$ cat src/rtl/rr_grant_scheduler.sv
// Four-requester round-robin scheduler with a one-hot grant decoded from a registered index/valid pair.
// Optional hold-time limit with a timeout pulse is compiled in by defining RR_GRANT_TIMEOUT_EN.
module rr_grant_scheduler #(
   parameter int unsigned MAX_HOLD = 8
) (
   input  logic       clk,
   input  logic       rst,
   input  logic [3:0] req_in,
   output logic [3:0] gnt_out,
   output logic [1:0] gnt_idx_out,
   output logic       gnt_valid_out,
   output logic       timeout_out
);

   // Handshake: a requester raises req_in[i] and keeps it high while it owns the
   // resource; gnt_out[i] high means ownership, and dropping req_in[i] ends it.
   typedef enum logic {IDLE, GRANT} state_t;

   if (MAX_HOLD < 1 || MAX_HOLD > 255) begin : g_bad_max_hold
      $error("rr_grant_scheduler: MAX_HOLD must be within 1..255");
   end

   state_t     state, state_nxt;
   logic [1:0] ptr, ptr_nxt;
   logic [1:0] idx_q, idx_nxt;
   logic       to_q, to_nxt;
   logic [1:0] pick_idx;
   logic       pick_found;

   // Scan from the farthest offset down so the nearest set bit to ptr wins.
   always_comb begin
      pick_idx   = ptr;
      pick_found = 1'b0;
      for (int i = 3; i >= 0; i--) begin
         if (req_in[ptr + 2'(i)]) begin
            pick_idx   = ptr + 2'(i);
            pick_found = 1'b1;
         end
      end
   end

`ifdef RR_GRANT_TIMEOUT_EN
   logic [7:0] hold_cnt, hold_nxt;
`endif

   always_comb begin
      state_nxt = state;
      ptr_nxt   = ptr;
      idx_nxt   = idx_q;
      to_nxt    = 1'b0;
`ifdef RR_GRANT_TIMEOUT_EN
      hold_nxt  = hold_cnt;
`endif
      case (state)
         IDLE: begin
            if (pick_found) begin
               idx_nxt   = pick_idx;
               state_nxt = GRANT;
`ifdef RR_GRANT_TIMEOUT_EN
               hold_nxt  = 8'd0;
`endif
            end
         end
         GRANT: begin
            if (!req_in[idx_q]) begin
               state_nxt = IDLE;
               ptr_nxt   = idx_q + 2'd1;
            end
`ifdef RR_GRANT_TIMEOUT_EN
            else if (hold_cnt == 8'(MAX_HOLD - 1)) begin
               state_nxt = IDLE;
               ptr_nxt   = idx_q + 2'd1;
               to_nxt    = 1'b1;
            end else begin
               hold_nxt = hold_cnt + 8'd1;
            end
`endif
         end
         default: state_nxt = IDLE;
      endcase
   end

   always_ff @(posedge clk) begin
      if (rst) begin
         state <= IDLE;
         ptr   <= 2'd0;
         idx_q <= 2'd0;
         to_q  <= 1'b0;
      end else begin
         state <= state_nxt;
         ptr   <= ptr_nxt;
         idx_q <= idx_nxt;
         to_q  <= to_nxt;
      end
   end

`ifdef RR_GRANT_TIMEOUT_EN
   always_ff @(posedge clk) begin
      if (rst) hold_cnt <= 8'd0;
      else     hold_cnt <= hold_nxt;
   end
`endif

   assign gnt_valid_out = (state == GRANT);
   assign gnt_idx_out   = idx_q;
   assign timeout_out   = to_q;
   assign gnt_out       = gnt_valid_out ? (4'b0001 << idx_q) : 4'b0000;

endmodule

$ cat config.mk
export PLATFORM = sky130hd
export DESIGN_NAME = rr_grant_scheduler
export DESIGN_NICKNAME = d
export VERILOG_FILES = /design/src/rtl/rr_grant_scheduler.sv
export SDC_FILE = /design/constraint.sdc
export NUM_CORES = 1
export LEC_CHECK = 0
export ABC_AREA = 0
export CORE_AREA = 8 8 45 47
export DETAILED_ROUTE_END_ITERATION = 12
export DIE_AREA = 0 0 53 55
export GPL_TIMING_DRIVEN = 0
export PLACE_DENSITY = 0.54
export SYNTH_ARGS = -nofsm -noshare
export SYNTH_HDL_FRONTEND = slang
export SYNTH_SLANG_ARGS = --single-unit
$ cat constraint.sdc
create_clock -name clk -period 3.1 [get_ports clk]
set_input_delay 0.465 -clock clk [delete_from_list [all_inputs] [get_ports clk]]
set_output_delay 0.465 -clock clk [all_outputs]
set_load 0.02 [all_outputs]
==> results of run 1 <==
[state kept, by name, indices dropped and copies added, names as in the netlist]
signal         cells
ptr                2
gnt_valid_out      1
gnt_idx_out        2
[how the worst max path moves through the flow]
stage,end,depth (start not counted)
after floorplan,gnt_out[2],3
after global placement,gnt_out[2],4
after detailed placement,gnt_out[2],4
after CTS,gnt_out[2],4
after global routing,gnt_out[2],4
final,gnt_out[2],4
[layout make-up]
class                           instances  area [µm²]  share of cell area (%)
Clock buffer                            4        26.3                    4.61
Buffer                                  2        12.5                    2.19
Tap cell                               16        20.0                    3.51
Multi-Input combinational cell         39         280                    49.1
Inverter                                3        11.3                    1.97
Sequential cell                         5         100                    17.5
Timing Repair Buffer                   12         120                    21.1
[routing by layer]
layer / up-vias / wire (µm) / global-route usage [%]
li1: 201 / - / -
met1: 165 / 363 / 6.84
met2: 10 / 423 / 11.9
met3: 2 / 67 / 1.60
met4: 0 / 11 / 7.76
met5: - / 0 / 0
[power breakdown]
part           switching (mW)  internal (mW)
sequential            0.00671         0.0702
combinational          0.0357         0.0366
clock                  0.0274         0.0487
total                  0.0697          0.155
[per-stage QoR]
step | instance area (µm²) | worst slack (ns)
floorplan | 404 | 1.57
global placement | 544 | 1.15
detailed placement | 544 | 1.13
CTS | 571 | 0.867
global route | 571 | 0.788
finish | 571 | 0.895
[cells in the final DEF, fill, tap and decap left out]
| master | instances |
|---|---|
| a211oi_1 | 1 |
| a21oi_1 | 3 |
| and2_1 | 4 |
| buf_4 | 1 |
| clkbuf_1 | 1 |
| clkbuf_2 | 1 |
| clkbuf_4 | 3 |
| clkdlybuf4s50_1 | 12 |
| conb_1 | 1 |
| dfxtp_1 | 5 |
| ha_1 | 4 |
| inv_1 | 3 |
| mux2_2 | 1 |
| mux2_4 | 1 |
| mux2i_1 | 1 |
| nand2_1 | 1 |
| nand2b_1 | 2 |
| nand2b_2 | 1 |
| nor2_1 | 5 |
| nor2b_1 | 4 |
| nor3_1 | 4 |
| nor4_1 | 1 |
| o21ai_0 | 2 |
| o22ai_4 | 1 |
| o32ai_1 | 2 |
[critical path: stages, from the launching register on]
cell and delay (ns):
dfxtp_1 0.48, inv_1 0.14, ha_1 0.21, and2_1 0.14, clkdlybuf4s50_1 0.53
[kinds of logic after synthesis]
group                    count (synthesis)  synth area share (%)
flip-flops                               5                  24.8
AND/OR/NAND/NOR                         22                  29.7
buffers and inverters                    5                  5.88
other                                    1                 0.928
adder cells (fa/ha/maj)                  4                  12.4
AO/OA/AOI/OAI                            9                  17.3
multiplexers                             3                  8.98
==> results.ini, run 1 <==
[grt]
grt_usage_pct = 7.10
grt_max_degree = 11
grt_pass1_vias = 374
overflow = 0
antenna_found_initial = 0
grt_pass1_wl_um = 1520

[finish]
final_core_util_pct = 41.2
finalNonFillerCells = 81
fillers = 156
drive_gt1_share_pct = 13.8
insertedDiodeCount = 0
area_delta_synth_final_pct = 41.2
fin_nets = 76

[detailed_routing]
num_vias = 378
ant_nets = 0
dr.pass1.iters = 4
post_drt_via_cell_ratio = 4.67
finalWirelength_um = 866
route.detailed.drc = 0
drtIter0Drc = 1
wire_per_inst_um = 10.7

[run_status]
status = complete, no violations

[clock_network]
post_cts_buffers = 0
cts_buffers = 3
postCtsHoldBufs = 0
ctsResizeCount = 0
clock-sinks = 5
cts_buffer_depth = 2
clock_tree.root_cell = clkbuf_4
clkLatencyLatePin_ns = 0.24
cts_max_level = 1
clk_pin_slew_worst_paths_ns = 0.04
tritoncts = built

[sta]
hold_viol = 0
period_share_pct = 71.1
whs_ns = 0.525
fin_crit_ns = 2.21
fin_tns_setup_ns = 0
clock_skew_ns = 0.00199
rsz0062_at_grt = false
max_freq_ghz = 0.453
drv_slew = 0
setup_viol = 0

[synth]
syn_area_um2 = 404
synth_top_area_cell = dfxtp_1
synthArstFlopShare_pct = 0
yosysSeqAreaShare_pct = 24.8
syn_area_per_cell_um2 = 8.25
synth_edf_count = 0
synth_nets = 59
ys.flop_type = dfxtp_1
synthTopCellsByArea = dfxtp_1 25%, ha_1 12%, and2_1 6.2%
ys.warnings.count = 0
ys_types = 22
yosys-top-cells-count = 5 x dfxtp_1, 5 x nor2_1
syn_inst = 49
synth.top_cell.area_share_pct = 24.8
synth_seq_cells = 5

[worst_setup_path]
reg2reg_to = ptr[1]$_SDFFE_PP0P_
worstSetupPathType = reg -> out
r2r_slack_ns = 1.66
crit_start = gnt_idx_out[0]$_SDFFE_PP0P_
reg2reg_depth = 4
worstReg2RegStart = gnt_idx_out[0]$_SDFFE_PP0P_
cp-end-kind = output pin
worst_setup_path_start_kind = flop
worstPathRequired_ns = 2.63
cp_max_fo = 7
worstPathArrival_ns = 1.74

[place]
port_buffers = 12
place_inst = 77
place.gp.congestion = 0.792
dpl.hpwl_um = 684

[floorplanning]
dieWidth_um = 53
dieArea_um2 = 2920
core_area_um2 = 1380
io_pins = 14
initial_core_util_pct = 29.2
rows = 14
die_y_um = 55

[pwr]
powerDensity_nw_per_um2 = 395
power.leakage_nw = 0.220
ir_worst_vdd_mv = 0.132
total_power_mw = 0.225

[worst_hold_path]
min_path_cells = 2
holdCritStartpoint = ptr[0]$_SDFFE_PP0P_
min_to = ptr[0]$_SDFFE_PP0P_
min_path_type = reg -> reg

[run]
drv_cap = 0

Power figures use the tool's default switching activity.
==> run 2: changes to the inputs <==
- clock period: 3.1 -> 2.25 ns (I/O delays scaled with it)
==> results of run 2 <==
The final DEF is identical to that of run 1. Status: complete, no violations.
Among the figures that moved: setup slack after placement 1.13 ns -> 0.407 ns; setup slack after layout 0.895 ns -> 0.172 ns; register-to-register setup slack 1.66 ns -> 0.81 ns; total power 0.225 mW -> 0.310 mW; worst IR drop on VDD 0.132 mV -> 0.182 mV
